--- config.mk ---
export PLATFORM = sky130hd
export DESIGN_NAME = title_sram_arbiter
export DESIGN_NICKNAME = d
export VERILOG_FILES = /design/src/rtl/title_arb_pkg.sv /design/src/rtl/title_fifo.sv /design/src/rtl/title_sram_arbiter.sv
export SDC_FILE = /design/constraint.sdc
export NUM_CORES = 1
export LEC_CHECK = 0
export BUFFER_PORTS_ARGS = -buffer_cell sky130_fd_sc_hd__buf_2
export CAP_MARGIN = 10
export CORE_MARGIN = 2
export CORE_UTILIZATION = 59
export CTS_BUF_LIST = sky130_fd_sc_hd__clkbuf_8 sky130_fd_sc_hd__clkbuf_16
export DETAILED_ROUTE_END_ITERATION = 16
export PLACE_DENSITY = 0.77
export SYNTH_ARGS = -nofsm -noshare
export SYNTH_HDL_FRONTEND = slang
export SYNTH_SLANG_ARGS = --single-unit
--- constraint.sdc ---
create_clock -name Clk -period 3.8 [get_ports Clk]
set_clock_uncertainty 0.2 [all_clocks]
set_input_delay 0.38 -clock Clk [delete_from_list [all_inputs] [get_ports Clk]]
set_output_delay 0.38 -clock Clk [all_outputs]
set_load 0.005 [all_outputs]
--- src/rtl/title_arb_pkg.sv ---
// Shared types and sizes for the title-screen SRAM arbiter.
package title_arb_pkg;
  localparam int SRAM_AW         = 20;
  localparam int SRAM_DW         = 16;
  localparam int DEF_FRAME_WORDS = 153600;

  typedef enum logic [1:0] {IDLE, DISP_ACC, HOST_ACC, TURN} arb_state_t;
endpackage

--- src/rtl/title_fifo.sv ---
// Show-ahead FIFO; when empty the head keeps presenting the last word popped.
module title_fifo #(
  parameter int DEPTH = 16,
  parameter int WIDTH = 16,
  localparam int AW   = $clog2(DEPTH)
) (
  input  logic             clk,
  input  logic             rst_n,
  input  logic             flush,
  input  logic             push,
  input  logic [WIDTH-1:0] push_data,
  input  logic             pop,
  output logic [WIDTH-1:0] head,
  output logic [AW:0]      count,
  output logic             empty,
  output logic             full
);
  logic [WIDTH-1:0] mem [DEPTH];
  logic [AW-1:0]    wr_ptr, rd_ptr;
  logic [WIDTH-1:0] last_q;
  logic             do_push, do_pop;

  assign empty   = (count == '0);
  assign full    = (count == (AW+1)'(DEPTH));
  assign do_push = push && !full && !flush;
  assign do_pop  = pop && !empty && !flush;
  assign head    = empty ? last_q : mem[rd_ptr];

  always_ff @(posedge clk) begin
    if (do_push) mem[wr_ptr] <= push_data;
  end

  always_ff @(posedge clk or negedge rst_n) begin
    if (!rst_n) begin
      wr_ptr <= '0;
      rd_ptr <= '0;
      count  <= '0;
      last_q <= '0;
    end else if (flush) begin
      wr_ptr <= '0;
      rd_ptr <= '0;
      count  <= '0;
    end else begin
      if (do_push) wr_ptr <= wr_ptr + AW'(1);
      if (do_pop) begin
        rd_ptr <= rd_ptr + AW'(1);
        last_q <= mem[rd_ptr];
      end
      case ({do_push, do_pop})
        2'b10:   count <= count + (AW+1)'(1);
        2'b01:   count <= count - (AW+1)'(1);
        default: ;
      endcase
    end
  end
endmodule

--- src/rtl/title_sram_arbiter.sv ---
// Shares one SRAM between the title display prefetch and the host port.
module title_sram_arbiter
  import title_arb_pkg::*;
#(
  parameter int                 FIFO_DEPTH    = 16,
  parameter int                 LOW_WATER     = 4,
  parameter int                 ACCESS_CYCLES = 2,
  parameter int                 FRAME_WORDS   = DEF_FRAME_WORDS,
  parameter logic [SRAM_AW-1:0] BASE_ADDR     = '0
) (
  input  logic               Clk,
  input  logic               Reset_n,
  input  logic               frame_start,
  input  logic               pop,
  output logic [SRAM_DW-1:0] word_out,
  output logic               word_valid,
  output logic               underflow,
  input  logic               host_req,
  input  logic               host_we,
  input  logic [SRAM_AW-1:0] host_addr,
  input  logic [SRAM_DW-1:0] host_wdata,
  output logic               host_ack,
  output logic [SRAM_DW-1:0] host_rdata,
  output logic [SRAM_AW-1:0] SRAM_ADDR,
  output logic               SRAM_CE_N,
  output logic               SRAM_OE_N,
  output logic               SRAM_WE_N,
  output logic               SRAM_UB_N,
  output logic               SRAM_LB_N,
  input  logic [SRAM_DW-1:0] SRAM_DQ_in,
  output logic [SRAM_DW-1:0] SRAM_DQ_out,
  output logic               SRAM_DQ_oe
);
  localparam int CW  = $clog2(FIFO_DEPTH) + 1;
  localparam int FCW = $clog2(FRAME_WORDS + 1);
  localparam int ACW = (ACCESS_CYCLES > 1) ? $clog2(ACCESS_CYCLES) : 1;

  arb_state_t   state, state_nxt;
  logic [ACW-1:0] acc_cnt;
  logic [FCW-1:0] fetch_cnt;
  logic [SRAM_AW-1:0] addr_q;
  logic [CW-1:0]  fifo_count;
  logic [CW:0]    occ;
  logic fifo_empty, fifo_full, fifo_push;
  logic last_cyc, disp_more, inflight, flush_pend;
  logic grant_disp, grant_host, ack_q, underflow_q;
  logic [SRAM_DW-1:0] rdata_q;

  title_fifo #(.DEPTH(FIFO_DEPTH), .WIDTH(SRAM_DW)) u_fifo (
    .clk(Clk), .rst_n(Reset_n), .flush(frame_start),
    .push(fifo_push), .push_data(SRAM_DQ_in), .pop(pop),
    .head(word_out), .count(fifo_count), .empty(fifo_empty), .full(fifo_full)
  );

  assign inflight    = (state == DISP_ACC);
  assign occ         = {1'b0, fifo_count} + {{CW{1'b0}}, inflight};
  assign last_cyc    = (acc_cnt == ACW'(ACCESS_CYCLES - 1));
  assign disp_more   = (fetch_cnt < FCW'(FRAME_WORDS));
  // A word fetched before a frame restart belongs to the old frame: drop it.
  assign fifo_push   = inflight && last_cyc && !flush_pend && !frame_start;
  assign word_valid  = !fifo_empty;
  assign underflow   = underflow_q;
  assign host_ack    = ack_q;
  assign host_rdata  = rdata_q;
  assign SRAM_ADDR   = addr_q;
  assign SRAM_DQ_out = host_wdata;

  always_comb begin
    state_nxt  = state;
    grant_disp = 1'b0;
    grant_host = 1'b0;
    SRAM_CE_N  = 1'b1;
    SRAM_OE_N  = 1'b1;
    SRAM_WE_N  = 1'b1;
    SRAM_UB_N  = 1'b1;
    SRAM_LB_N  = 1'b1;
    SRAM_DQ_oe = 1'b0;
    case (state)
      IDLE: begin
        // ack_q guard stops a just-acked host request being served twice.
        if (!frame_start && disp_more && occ < (CW+1)'(LOW_WATER))
          grant_disp = 1'b1;
        else if (host_req && !ack_q)
          grant_host = 1'b1;
        else if (!frame_start && disp_more && !fifo_full)
          grant_disp = 1'b1;
        if (grant_disp) state_nxt = DISP_ACC;
        if (grant_host) state_nxt = HOST_ACC;
      end
      DISP_ACC: begin
        {SRAM_CE_N, SRAM_OE_N, SRAM_UB_N, SRAM_LB_N} = 4'b0000;
        if (last_cyc) state_nxt = IDLE;
      end
      HOST_ACC: begin
        {SRAM_CE_N, SRAM_UB_N, SRAM_LB_N} = 3'b000;
        if (host_we) begin
          SRAM_WE_N  = 1'b0;
          SRAM_DQ_oe = 1'b1;
        end else begin
          SRAM_OE_N  = 1'b0;
        end
        if (last_cyc) state_nxt = host_we ? TURN : IDLE;
      end
      TURN:    state_nxt = IDLE;
      default: state_nxt = IDLE;
    endcase
  end

  always_ff @(posedge Clk or negedge Reset_n) begin
    if (!Reset_n) begin
      state       <= IDLE;
      acc_cnt     <= '0;
      fetch_cnt   <= '0;
      addr_q      <= '0;
      flush_pend  <= 1'b0;
      ack_q       <= 1'b0;
      rdata_q     <= '0;
      underflow_q <= 1'b0;
    end else begin
      state   <= state_nxt;
      ack_q   <= 1'b0;
      acc_cnt <= ((state == DISP_ACC || state == HOST_ACC) && !last_cyc) ?
                 acc_cnt + ACW'(1) : '0;
      if (grant_disp) begin
        addr_q    <= BASE_ADDR + SRAM_AW'(fetch_cnt);
        fetch_cnt <= fetch_cnt + FCW'(1);
      end
      if (grant_host) addr_q <= host_addr;
      if (frame_start) fetch_cnt <= '0;
      if (inflight && frame_start && !last_cyc) flush_pend <= 1'b1;
      else if (last_cyc)                        flush_pend <= 1'b0;
      if (state == HOST_ACC && last_cyc) begin
        ack_q <= 1'b1;
        if (!host_we) rdata_q <= SRAM_DQ_in;
      end
      if (frame_start)            underflow_q <= 1'b0;
      else if (pop && fifo_empty) underflow_q <= 1'b1;
    end
  end
endmodule

== Word-level counts from Yosys, hierarchy flattened ==
Memory sizes are Yosys's and may differ from the RTL's.
Cells that the tools add are included.

* Bits in registers: 89
* Input port bits: 58
* Memories: 1
* RAM bits: 256
* Output and inout bits: 77

{| class="wikitable"
|+ Memories
! memory !! words !! width !! rd ports !! clocked after memory_dff !! wr ports !! line !! source
|-
| u_fifo.mem || 16 || 16 || 1 || 0 || 1 || title_fifo.sv:18 || <nowiki>logic [WIDTH-1:0] mem [DEPTH];</nowiki>
|}

* $lt $le $gt $ge: 2
* Bitwise gates (word level): 2
* Reduce and logical (&&, ||, !) cells: 36
* Mux-type cells: 40
* Equal/unequal tests: 9
* $add $sub $neg: 7

{| class="wikitable"
|+ Operators with widths
! operator !! number
|-
| $mux W20 || 2
|-
| $mux W18 || 2
|-
| $mux W1 || 22
|-
| $add A18 B1 Y18 const B || 1
|-
| $lt A18 B18 Y1 const B || 1
|-
| $logic_and A1 B1 Y1 || 16
|-
| $mux W16 || 1
|-
| $mux W4 || 4
|-
| $reduce_bool A2 Y1 || 6
|-
| $mux W2 || 5
|-
| $pmux W5 S2 || 1
|-
| $add A4 B1 Y4 const B || 2
|-
| $pmux W2 S4 || 1
|-
| $add A5 B1 Y6 || 1
|-
| $eq A2 B2 Y1 const B || 3
|-
| $logic_not A1 Y1 || 6
|-
| $lt A6 B3 Y1 const B || 1
|-
| $add A5 B1 Y5 const B || 1
|-
| $eq A5 B5 Y1 const B || 1
|-
| $logic_not A5 Y1 || 1
|-
| $mux W5 || 1
|-
| $sub A5 B1 Y5 const B || 1
|-
| $eq A2 B1 Y1 const B || 2
|-
| $ne A2 B2 Y1 const B || 2
|-
| other kinds (10) || 12
|}

== Logic depth before layout (Yosys ltp) ==
* Word-level depth: 10
* Mapped depth: 12
* Gate-level depth less buffers: 11

== By module ==
A second synthesis with hierarchy kept.

* Cell total of the unflattened synthesis: 891
* Area total of the unflattened synthesis: 14,386.3 um^2

{| class="wikitable"
|+ By module, submodules not included
! module !! instances !! seq. area each (um^2) !! area an instance (um^2) !! cells each
|-
| title_fifo || 1 || 8,413.1 || 11,428.5 || 613
|-
| title_sram_arbiter || 1 || 1,501.4 || 2,957.8 || 278
|}

== Worst setup path before layout ==
No wires, ideal clock.

* Kind: register to register
* Start point: register state[1]
* End point: register u_fifo.count[4]
* Path slack: 0.754 ns
* Data arrival time: 2.711 ns
* Clock period less this slack: 3.046 ns
* Cell stages (with the launch flop): 13
* Cell sequence: dfrtp_1 inv_1 ha_1 and3b_1 a21boi_0 buf_2 nor2_1 xor2_1 ha_1 or3_1 o311a_1 a32oi_1 o211ai_1

* Word-level cells in the longest chain between the ends: 9

{| class="wikitable"
|+ Ends and longest elaborated chain
! item !! line !! source
|-
| from (decl) || title_sram_arbiter.sv:38 || <nowiki>arb_state_t state, state_nxt;</nowiki>
|-
| from (signal assigned) || title_sram_arbiter.sv:120 || <nowiki>state <= state_nxt;</nowiki>
|-
| $eq A2 B1 Y1 * || title_sram_arbiter.sv:55 || <nowiki>assign inflight = (state == DISP_ACC);</nowiki>
|-
| $logic_and A1 B1 Y1 * (3 in a row) || title_sram_arbiter.sv:60 || <nowiki>assign fifo_push = inflight && last_cyc && !flush_pend && !frame_start;</nowiki>
|-
| $logic_and A1 B1 Y1 * (2 in a row) || title_fifo.sv:25 || <nowiki>assign do_push = push && !full && !flush;</nowiki>
|-
| $eq A2 B1 Y1 or $eq A2 B2 Y1 (tied branches) || title_fifo.sv:49 || <nowiki>case ({do_push, do_pop})</nowiki>
|-
| $pmux W5 S2 || title_fifo.sv:49 ||
|-
| $mux W5 || title_fifo.sv:39 || <nowiki>end else if (flush) begin</nowiki>
|-
| to (signal assigned) || title_fifo.sv:50 || <nowiki>2'b10: count <= count + (AW+1)'(1);</nowiki>
|-
| to (signal assigned) || title_fifo.sv:51 || <nowiki>2'b01: count <= count - (AW+1)'(1);</nowiki>
|-
| to (decl) || title_fifo.sv:14 || <nowiki>output logic [AW:0] count,</nowiki>
|}

Every way passes the cells marked *; elsewhere a longest branch is shown, timed or not.
A chain may end at the register's enable or synchronous reset.

== Final worst setup path ==
* Start point: register u_fifo.rd_ptr[0]
* End point: output word_out[12]

* Word-level cells in the longest chain between the ends: 2

{| class="wikitable"
|+ Ends and longest elaborated chain
! item !! line !! source
|-
| from (decl) || title_fifo.sv:19 || <nowiki>logic [AW-1:0] wr_ptr, rd_ptr;</nowiki>
|-
| from (signal assigned) || title_fifo.sv:46 || <nowiki>rd_ptr <= rd_ptr + AW'(1);</nowiki>
|-
| $mem_v2 Z16 W16 || -- ||
|-
| $mux W16 || title_fifo.sv:27 || <nowiki>assign head = empty ? last_q : mem[rd_ptr];</nowiki>
|-
| to (decl) || title_sram_arbiter.sv:15 || <nowiki>output logic [SRAM_DW-1:0] word_out,</nowiki>
|}

No other way between the ends.

==> out/qor.txt <==
synthesized cell area: 14,100 µm²
Design Power: 10,900 µW
Critical Path RT: 3220 ps
Slew Limit Headroom: 37.8%
Die H: 159 µm
CP Capture Type: output port
Peak supply drop: 0.539 mV
unrepaired setup endpoints after global routing: false
power per cell area: 662 nW/µm²
Reg clk slew, reported paths: 60 ps
Netlist cell types: 58
worst-margin pin slew: 933 ps
H-Tree Depth: 2
period utilisation layout: 92.2%
sequential fraction of the synthesis area: 70.2%
largest net degree at the start of global routing: 75
Max-Cap Viols: 0
Worst-Skew Late Latency: 520 ps
syn_nets: 914
GR Overflow Total: 0
outcome: finished, final reports clean
final number of max-transition violations: 0
antenna viol nets, final: 0
post_cts resized: 0
first-pass GRT wire length: 45.5 mm
routability cong.: 0.771
Max clock buf depth: 3
DR vias/cell: 6.07
I/O pin cnt: 135
Die ar.: 25,200 µm²
P&R area growth vs syn: 16.2%
IO Port Bufs: 102
Initial Util: 60.1%
core footprint: 23,500 µm²
critical path peak fanout: 26
Mapped Cells: 846
Synthesis Warnings: 0
crit start category: flop
root buffer cell: clkbuf_16
ranking of synthesized cells by area: edfxtp_1 54%, dfrtp_1 16%, mux4_2 10%, a22o_1 2.1%, o21ai_0 1.5%
setup bufs post-CTS: 0
Final Hold Viols: 0
Yosys top cell area share: 54.5%
hold crit path type: input port to flop
min cycle time layout: 3500 ps
GRT Overall Usage: 24.6%
fin nets: 1,043
cell with the most instances after synthesis: edfxtp_1
drt wl/cell: 22.8 µm
final setup violation count: 0
vias in the first global route: 7,830
Commonest cells post-synth: 256 x edfxtp_1, 89 x dfrtp_1, 64 x mux4_2
Post-Route WL: 30.1 mm
clock sink count: 345
CTS tree: yes
P_leak: 0.00617 µW
share of cells above drive strength 1: 28.0%
arrival time worst endpoint: 2920 ps
Post-route DRC: 0
f_max: 0.285 GHz
Setup Crit Path Kind: flop to output port
Setup TNS: 0 ps
Main synth FF type: edfxtp_1
Synth Area per Inst: 16.7 µm²
Post-synth EDFFs: 256
DP Wirelength: 17.8 mm
Die W: 159 µm
share of flip-flops with an asynchronous set or reset: 25.8%
row count: 56
#FFs+latches synth: 345
DRT Pass-1 Iters: 5
DR vias: 8,030
antenna violations before repair: 0
ant diodes: 0
CTS Buf Count: 36
Yosys top cell by area: edfxtp_1
Initial DRC Count: 779
==> power by group <==
part,switching [µW],total [µW],internal [µW]
clock,1400,3590,2190
combinational,1380,2640,1260
sequential,254,4630,4380
total,3030,10900,7830
==> layer usage <==
metal	GRT usage, %	vias up	wire, µm
met5	0	-	0
met4	7.04	0	651
met3	3.70	49	2410
met2	38.8	397	14200
met1	36.2	4014	12800
li1	-	3570	-
==> kinds of logic (layout without fill, tap and decap cells) <==
logic type | count (synthesis) | count (layout) | synth area share [%]
compound gates | 155 | 155 | 7.92
xor+xnor | 11 | 11 | 0.682
fa+ha+maj | 10 | 10 | 0.886
buf+inv | 80 | 237 | 2.76
flops | 345 | 345 | 70.2
mux | 87 | 87 | 12.0
simple gates | 158 | 158 | 5.52
==> through the flow <==
stage	cells	worst slack, ps	hold slack (ps)	instance area [µm²]	util [%]
after floorplan	846	754	-116	14100	-
after global placement	1236	816	254	15000	63.8
after CTS	1322	246	6.77	16400	69.9
after detailed placement	1236	727	260	15000	63.8
after global routing	1322	117	20.5	16400	69.9
final	1322	296	18.3	16400	69.9
==> worst paths after layout <==
check	from	end	slack, ps	depth (start not counted)
worst max-delay path	u_fifo.rd_ptr[0]$_DFFE_PN0P_	word_out[12]	300	6
worst min-delay path	host_addr[10]	SRAM_ADDR[10]$_DFFE_PN0P_	20	3
worst max register to register	state[1]$_DFFE_PN0P_	u_fifo.mem[4][12]$_DFFE_PP_	700	6
worst min register to register	SRAM_ADDR[0]$_DFFE_PN0P_	SRAM_ADDR[0]$_DFFE_PN0P_	270	1
max in group asynchronous	Reset_n	host_rdata[1]$_DFFE_PN0P_	2220	3
min in group asynchronous	Reset_n	SRAM_ADDR[7]$_DFFE_PN0P_	350	2
==> worst max-delay path, stage by stage, from the launching register on <==
cell and delay (ps):
dfrtp_4 610, buf_12 280, mux4_2 530, a22o_1 250
a221oi_1 420, o21ai_0 160, buf_2 150
==> state kept, by name (all words and copies together), names as in the netlist, 4 cells and up <==
register	flops
SRAM_ADDR	20
fetch_cnt	18
host_rdata	16
u_fifo.count	5
u_fifo.last_q	16
u_fifo.mem	256
u_fifo.rd_ptr	4
u_fifo.wr_ptr	4
==> cell type report <==
type                    count  area (µm²)
clock buffers              41         981
clock inverters            25         248
fillers                  1453        7070
inverters                  17        63.8
multi-input cells         421        3810
flip-flops and latches    345        9920
well taps                 319         399
repair buffers            154         978
==> cell usage in the layout, fill, tap and decap left out, drive strengths merged, types with 4 or more instances in the layout <==
| master | instances |
|---|---|
| mux2 | 18 |
| nand4 | 10 |
| xnor2 | 5 |
| clkbuf | 41 |
| nor2 | 37 |
| or4 | 8 |
| edfxtp | 256 |
| o21ai | 43 |
| ha | 10 |
| dlygate4sd3 | 20 |
| or3 | 4 |
| and3 | 4 |
| mux4 | 64 |
| nand3 | 9 |
| buf | 134 |
| mux2i | 5 |
| a21oi | 15 |
| nor3 | 6 |
| inv | 25 |
| a221oi | 16 |
| a21o | 18 |
| dfrtp | 89 |
| and2 | 12 |
| a22o | 34 |
| bufinv | 5 |
| o31ai | 4 |
| o211ai | 4 |
| xor2 | 6 |
| nand2 | 51 |
| clkinv | 10 |
| nor2b | 8 |
==> repair_timing <==
| action | 4_1_cts | 5_1_grt |
|---|---|---|
| hold buffers | 20 | 0 |
| setup endpoints to repair | 0 | 0 |
| endpoints found under the hold margin | 92 | 0 |
Note: power is estimated with default switching activity, not from simulation.
